[config.mk]
export PLATFORM = sky130hd
export DESIGN_NAME = alu_seq
export DESIGN_NICKNAME = d
export VERILOG_FILES = /design/src/rtl/alu_pkg.sv /design/src/rtl/alu_seq_iter.sv /design/src/rtl/alu_seq.sv
export SDC_FILE = /design/constraint.sdc
export NUM_CORES = 1
export LEC_CHECK = 0
export BUFFER_PORTS_ARGS = -buffer_cell sky130_fd_sc_hd__buf_4
export CAP_MARGIN = 10
export CORE_UTILIZATION = 40
export DETAILED_ROUTE_END_ITERATION = 10
export GPL_TIMING_DRIVEN = 0
export PLACE_DENSITY_LB_ADDON = 0.1
export SLEW_MARGIN = 40
export SYNTH_ARGS = -nofsm -noshare
export SYNTH_HDL_FRONTEND = slang
export SYNTH_SLANG_ARGS = --single-unit
[constraint.sdc]
create_clock -name clk -period 4.6 [get_ports clk]
set_input_delay 0 -clock clk [delete_from_list [all_inputs] [get_ports clk]]
set_output_delay 0 -clock clk [all_outputs]
set_load 0.005 [all_outputs]
[src/rtl/alu_pkg.sv]
// rtl/alu_pkg.sv - opcode and FSM state definitions shared by the ALU, alu_seq and the decoder
package alu_pkg;

  localparam logic [2:0] OP_ADD = 3'b000;
  localparam logic [2:0] OP_SLL = 3'b001;
  localparam logic [2:0] OP_SUB = 3'b010;
  localparam logic [2:0] OP_MUL = 3'b011;
  localparam logic [2:0] OP_XOR = 3'b100;
  localparam logic [2:0] OP_SRL = 3'b101;
  localparam logic [2:0] OP_OR  = 3'b110;
  localparam logic [2:0] OP_AND = 3'b111;

  typedef enum logic [1:0] {
    ST_IDLE = 2'd0,
    ST_BUSY = 2'd1,
    ST_DONE = 2'd2
  } state_e;

endpackage

[src/rtl/alu_seq_iter.sv]
// rtl/alu_seq_iter.sv - iterative 1-bit/cycle shifter and shift-add multiplier (low half)
module alu_seq_iter
  import alu_pkg::*;
#(
  parameter int WIDTH = 32
) (
  input  logic             clk,
  input  logic             rst_n,
  input  logic             start,
  input  logic [2:0]       op,
  input  logic [WIDTH-1:0] a,
  input  logic [WIDTH-1:0] b,
  output logic             busy,
  output logic             done,
  output logic [WIDTH-1:0] result
);

  localparam int SHW = $clog2(WIDTH);
  localparam int CW  = SHW + 1;

  logic [2:0]       op_q, op_d;
  logic [CW-1:0]    cnt_q, cnt_d;
  logic             busy_q, busy_d;
  logic [WIDTH-1:0] acc_q, acc_d;
  logic [WIDTH-1:0] mcand_q, mcand_d;
  logic [WIDTH-1:0] mplier_q, mplier_d;
  logic [WIDTH-1:0] acc_step;

  always_comb begin
    acc_step = acc_q;
    case (op_q)
      OP_SLL:  acc_step = acc_q << 1;
      OP_SRL:  acc_step = acc_q >> 1;
      OP_MUL:  if (mplier_q[0]) acc_step = acc_q + mcand_q;
      default: acc_step = acc_q;
    endcase
  end

  always_comb begin
    op_d     = op_q;
    cnt_d    = cnt_q;
    busy_d   = busy_q;
    acc_d    = acc_q;
    mcand_d  = mcand_q;
    mplier_d = mplier_q;
    if (start) begin
      op_d   = op;
      busy_d = 1'b1;
      if (op == OP_MUL) begin
        cnt_d    = CW'(WIDTH);
        acc_d    = '0;
        mcand_d  = a;
        mplier_d = b;
      end else begin
        cnt_d = {1'b0, b[SHW-1:0]};
        acc_d = a;
      end
    end else if (busy_q) begin
      acc_d    = acc_step;
      mcand_d  = mcand_q << 1;
      mplier_d = mplier_q >> 1;
      cnt_d    = cnt_q - 1'b1;
      if (cnt_q == CW'(1)) busy_d = 1'b0;
    end
  end

  always_ff @(posedge clk) begin
    if (!rst_n) begin
      op_q     <= '0;
      cnt_q    <= '0;
      busy_q   <= 1'b0;
      acc_q    <= '0;
      mcand_q  <= '0;
      mplier_q <= '0;
    end else begin
      op_q     <= op_d;
      cnt_q    <= cnt_d;
      busy_q   <= busy_d;
      acc_q    <= acc_d;
      mcand_q  <= mcand_d;
      mplier_q <= mplier_d;
    end
  end

  // The final step's value is presented combinationally so the top can
  // register it on the same edge that ends BUSY.
  assign busy   = busy_q;
  assign done   = busy_q && (cnt_q == CW'(1));
  assign result = acc_step;

endmodule

[src/rtl/alu_seq.sv]
// rtl/alu_seq.sv - multi-cycle ALU with valid/ready handshake and registered flags
// ALU_SEQ_BARREL_SHIFT_EN: shifts computed at accept (latency 1) instead of iteratively.
module alu_seq
  import alu_pkg::*;
#(
  parameter int WIDTH = 32
) (
  input  logic             clk,
  input  logic             rst_n,
  input  logic             in_valid,
  output logic             in_ready,
  input  logic [WIDTH-1:0] a,
  input  logic [WIDTH-1:0] b,
  input  logic [2:0]       opcode,
  output logic             out_valid,
  input  logic             out_ready,
  output logic [WIDTH-1:0] result,
  output logic             zero_flag,
  output logic             sign_flag,
  output logic             carry_flag,
  output logic             ovf_flag
);

  localparam int SHW = $clog2(WIDTH);

  state_e           state_q, state_d;
  logic [WIDTH-1:0] result_q, result_d;
  logic             zero_q, zero_d;
  logic             sign_q, sign_d;
  logic             carry_q, carry_d;
  logic             ovf_q, ovf_d;

  logic [SHW-1:0]   shamt;
  logic [WIDTH:0]   sum, diff;
  logic [WIDTH-1:0] alu_res;
  logic             alu_carry, alu_ovf, multi;

  logic             iter_start, iter_busy, iter_done;
  logic [WIDTH-1:0] iter_result;

  assign shamt = b[SHW-1:0];

  always_comb begin
    sum       = {1'b0, a} + {1'b0, b};
    diff      = {1'b0, a} - {1'b0, b};
    alu_res   = '0;
    alu_carry = 1'b0;
    alu_ovf   = 1'b0;
    multi     = 1'b0;
    case (opcode)
      OP_ADD: begin
        alu_res   = sum[WIDTH-1:0];
        alu_carry = sum[WIDTH];
        alu_ovf   = (a[WIDTH-1] == b[WIDTH-1]) && (alu_res[WIDTH-1] != a[WIDTH-1]);
      end
      OP_SUB: begin
        // diff[WIDTH] is the borrow, i.e. a < b unsigned
        alu_res   = diff[WIDTH-1:0];
        alu_carry = diff[WIDTH];
        alu_ovf   = (a[WIDTH-1] != b[WIDTH-1]) && (alu_res[WIDTH-1] != a[WIDTH-1]);
      end
`ifdef ALU_SEQ_BARREL_SHIFT_EN
      OP_SLL: alu_res = a << shamt;
      OP_SRL: alu_res = a >> shamt;
`else
      OP_SLL, OP_SRL: begin
        alu_res = a;
        multi   = (shamt != '0);
      end
`endif
      OP_MUL: multi = 1'b1;
      OP_XOR: alu_res = a ^ b;
      OP_OR:  alu_res = a | b;
      default: alu_res = a & b;
    endcase
  end

  always_comb begin
    state_d    = state_q;
    result_d   = result_q;
    zero_d     = zero_q;
    sign_d     = sign_q;
    carry_d    = carry_q;
    ovf_d      = ovf_q;
    iter_start = 1'b0;
    case (state_q)
      ST_IDLE: begin
        if (in_valid) begin
          if (multi) begin
            iter_start = 1'b1;
            state_d    = ST_BUSY;
          end else begin
            result_d = alu_res;
            zero_d   = (alu_res == '0);
            sign_d   = alu_res[WIDTH-1];
            carry_d  = alu_carry;
            ovf_d    = alu_ovf;
            state_d  = ST_DONE;
          end
        end
      end
      ST_BUSY: begin
        if (iter_busy && iter_done) begin
          result_d = iter_result;
          zero_d   = (iter_result == '0);
          sign_d   = iter_result[WIDTH-1];
          carry_d  = 1'b0;
          ovf_d    = 1'b0;
          state_d  = ST_DONE;
        end
      end
      ST_DONE: begin
        if (out_ready) state_d = ST_IDLE;
      end
      default: state_d = ST_IDLE;
    endcase
  end

  always_ff @(posedge clk) begin
    if (!rst_n) begin
      state_q  <= ST_IDLE;
      result_q <= '0;
      zero_q   <= 1'b0;
      sign_q   <= 1'b0;
      carry_q  <= 1'b0;
      ovf_q    <= 1'b0;
    end else begin
      state_q  <= state_d;
      result_q <= result_d;
      zero_q   <= zero_d;
      sign_q   <= sign_d;
      carry_q  <= carry_d;
      ovf_q    <= ovf_d;
    end
  end

  alu_seq_iter #(.WIDTH(WIDTH)) u_iter (
    .clk    (clk),
    .rst_n  (rst_n),
    .start  (iter_start),
    .op     (opcode),
    .a      (a),
    .b      (b),
    .busy   (iter_busy),
    .done   (iter_done),
    .result (iter_result)
  );

  assign in_ready   = (state_q == ST_IDLE);
  assign out_valid  = (state_q == ST_DONE);
  assign result     = result_q;
  assign zero_flag  = zero_q;
  assign sign_flag  = sign_q;
  assign carry_flag = carry_q;
  assign ovf_flag   = ovf_q;

endmodule

==> flow_summary.yaml <==
pwr:
  powerDensity_nw_per_um2: 273
  switching_share_pct: 41.4
  seqPwrFrac_pct: 31.2
  peakVddDrop_mv: 0.267
  p_total_mw: 4.72
  p_sw_mw: 1.95
  p_leak_nw: 6.97
  power_frac_clock_pct: 29.9
  cellInternalPower_mw: 2.76
  p_comb_share_pct: 39.0
grt:
  grt_pass1_wl_um: 107000
  grt_max_degree: 17
  grt_use_total_pct: 37.2
  gr-total-overflow: 0
  grt_pass1_vias: 17000
  antenna_found_initial: 0
synthesis:
  synth-async-reset-ratio_pct: 0
  synth_seq_area_share_pct: 19.2
  synth-edff-count: 0
  synth_ff_type: "dfxtp_1"
  syn-cell-area_um2: 14900
  synthCells: 2139
  synth_cell_type_count: 85
  synth-seq-cells: 143
  yosys_warnings: 0
  syn_nets: 2352
  avgSynthCellArea_um2: 6.98
worst_hold_path:
  min-delay-start: "b[24]"
  hp-class: "in -> reg"
  min_to: "u_iter.mplier_q[24]"
  holdPathStages: 5
floorplan:
  die_height_um: 195
  die_w_um: 195
  num_io_pins: 109
  rows: 70
  start_util_pct: 40.7
  dieArea_um2: 38100
  core_um2: 36700
setup_path:
  startpoint_type: "flop"
  r2r-start: "u_iter.mcand_q[0]"
  reg2regPathDepth: 14
  critPathRequiredTime_ps: 4980
  path_max_fanout: 5
  reg2reg_to: "zero_flag"
  arrival_ps: 4730
  critical_path_class: "reg -> reg"
  regToRegSetupSlack_ps: 250
  endpoint_kind: "flop"
layout:
  fillers: 3830
  multi_input_comb_area_um2: 11000
  area_delta_synth_final_pct: 15.8
  antenna-diode-count: 0
  regArea_um2: 2860
  drive_above_1_share_pct: 7.34
  nets: 2518
placed_design:
  place.gp.congestion: 1.00
  place_hpwl_um: 57700
  io_buffers: 108
timing:
  worstMarginPinSlew_ps: 949
  rsz0062_at_grt: "false"
  finalHoldViolations: 0
  setup_viol: 0
  slew_viol_final: 0
  relSlewSlack_pct: 36.7
  fin_crit_ps: 4350
  fin_skew_ps: 10.0
  min_period_over_period_pct: 94.5
  fin_tns_setup_ps: 0
  clock.fmax_ghz: 0.230
clock_network:
  clkLatencyLatePin_ps: 460
  cts_setup_buffers: 0
  ctsLongestPathBuffers: 2
  cts-buffers-inserted: 17
  clk_pin_slew_ps: 70
  cts_tree: "done"
  cts.sinks: 143
  h-tree-depth: 4
  cts_root_buf: "clkbuf_16"
flow_run:
  drv_cap: 0
drt:
  wirelength_um: 72000
  ant_nets: 0
  first_pass_iters: 6
  drtIter0Drc: 1918
  drc: 0
  viasPerCell: 6.40
  via_count: 17800
  wl_per_cell_um: 25.9
run_status:
  status: "complete, no violations"
-- how the worst max path moves through the flow --
stage,depth (start not counted),from,to
final,14,u_iter.mcand_q[0],zero_flag
after CTS,16,b[0],zero_flag
after global routing,14,u_iter.mcand_q[0],zero_flag
after detailed placement,16,a[0],zero_flag
after floorplan,14,u_iter.mcand_q[0],zero_flag
after global placement,16,a[0],zero_flag
-- state kept, by name (all words and copies together), names as in the netlist --
signal / count
zero_flag: 1
u_iter.mcand_q: 32
u_iter.busy: 1
u_iter.acc_q: 32
ovf_flag: 1
state_q: 2
u_iter.op_q: 3
sign_flag: 1
result: 31
u_iter.mplier_q: 32
carry_flag: 1
u_iter.cnt_q: 6
-- cells in the final DEF (no fill, tap or decap), types with 22 or more instances in the layout --
cell type | synthesis | final
a211oi_1 | 52 | 52
a21o_1 | 29 | 29
a21oi_1 | 213 | 213
a22oi_1 | 22 | 22
buf_4 | 1 | 109
clkbuf_1 | 135 | 136
dfxtp_1 | 143 | 143
dlygate4sd3_1 | 0 | 39
ha_1 | 139 | 139
inv_1 | 120 | 120
mux2i_1 | 39 | 39
nand2_1 | 211 | 211
nand3_1 | 61 | 61
nor2_1 | 232 | 230
nor3_1 | 28 | 28
o211ai_1 | 78 | 78
o21a_1 | 27 | 27
o21ai_0 | 175 | 175
o22ai_1 | 30 | 30
o31ai_1 | 22 | 22
xnor2_1 | 33 | 33
-- cell families after synthesis --
logic type,after synthesis,synth area share [%]
flops,143,19.2
xor+xnor,50,2.93
simple gates,658,19.7
compound gates,825,36.2
fa+ha+maj,142,12.0
buf+inv,280,7.17
mux,41,2.84
-- final cells by class --
| type | instances | area share, % |
|---|---|---|
| clock buffer | 22 | 2.74 |
| inverter | 123 | 2.67 |
| clock inverter | 8 | 0.477 |
| sequential | 143 | 16.5 |
| timing repair buffer | 147 | 6.94 |
| buffer | 157 | 3.53 |
| multi-input combinational | 1716 | 63.7 |
| tap | 468 | 3.38 |
-- power by group through the flow --
| stage | Sequential (mW) | Clock (mW) | Combinational (mW) |
|---|---|---|---|
| final | 1.47 | 1.41 | 1.84 |
| after global routing | 1.48 | 1.45 | 1.98 |
| after CTS | 1.46 | 1.40 | 1.78 |
| after detailed placement | 1.49 | 0 | 1.74 |
| after global placement | 1.49 | 0 | 1.74 |
| after floorplan | 1.44 | 0 | 1.14 |
-- stage by stage --
| step | util, % | setup WS, ps | area (µm²) | instances | hold WS (ps) |
|---|---|---|---|---|---|
| detailed placement | 44.5 | 57.7 | 16300 | 2715 | 275 |
| finish | 47.1 | 252 | 17300 | 2784 | 19.0 |
| global placement | 44.5 | 48.9 | 16300 | 2715 | 281 |
| floorplan | - | 1430 | 14900 | 2139 | 117 |
| global route | 47.1 | 15.8 | 17300 | 2784 | 8.66 |
| CTS | 47.1 | 32.6 | 17300 | 2784 | 4.25 |
-- cell usage after synthesis, drive strengths merged, types with 8 or more instances --
master	n	area [µm²]
a311oi	9	91.3
xnor2	33	289
mux2i	39	390
a222oi	10	100
ha	139	1740
dfxtp	143	2860
nor2	232	871
nand2	211	792
or2	8	50.1
and3	17	106
a221oi	21	184
o21bai	10	75.1
nand4	17	106
a211oi	53	403
a21oi	215	1080
a21o	29	218
xor2	17	149
nand3	61	305
clkbuf	135	507
nor4	19	125
a31oi	21	131
nand2b	14	87.6
nor3	28	140
o31ai	22	165
inv	121	454
buf	22	103
o21a	27	203
o211ai	78	586
o21ai	184	921
o22a	16	140
o22ai	30	188
nor2b	19	119
a22oi	22	165
-- worst max-delay path: stages (launching register included) --
cell      delay (ps)
dfxtp_1          350
ha_1             250
fa_1             420
a211o_1          330
a21oi_1          270
a211oi_1         130
nor2_1           450
o31ai_1          240
a221oi_1         330
mux2i_1          130
o21ai_0          400
inv_1            180
nor4_1           440
nand4_1          150
o31ai_1          200
-- per-layer routing --
layer | vias up | share of wire (%) | track usage, %
met5 | - | 0 | 0
met3 | 156 | 8.3 | 6.74
met1 | 8597 | 43 | 49.1
li1 | 8179 | - | -
met2 | 889 | 44 | 59.0
met4 | 0 | 4.3 | 16.8
-- what timing repair did --
item / in CTS / in global routing
setup endpoints to repair: 0 / 1
hold buffers: 39 / 0
gates resized for setup: 0 / 2
endpoints found under the hold margin: 43 / 0
Note: power is estimated with default switching activity, not from simulation.
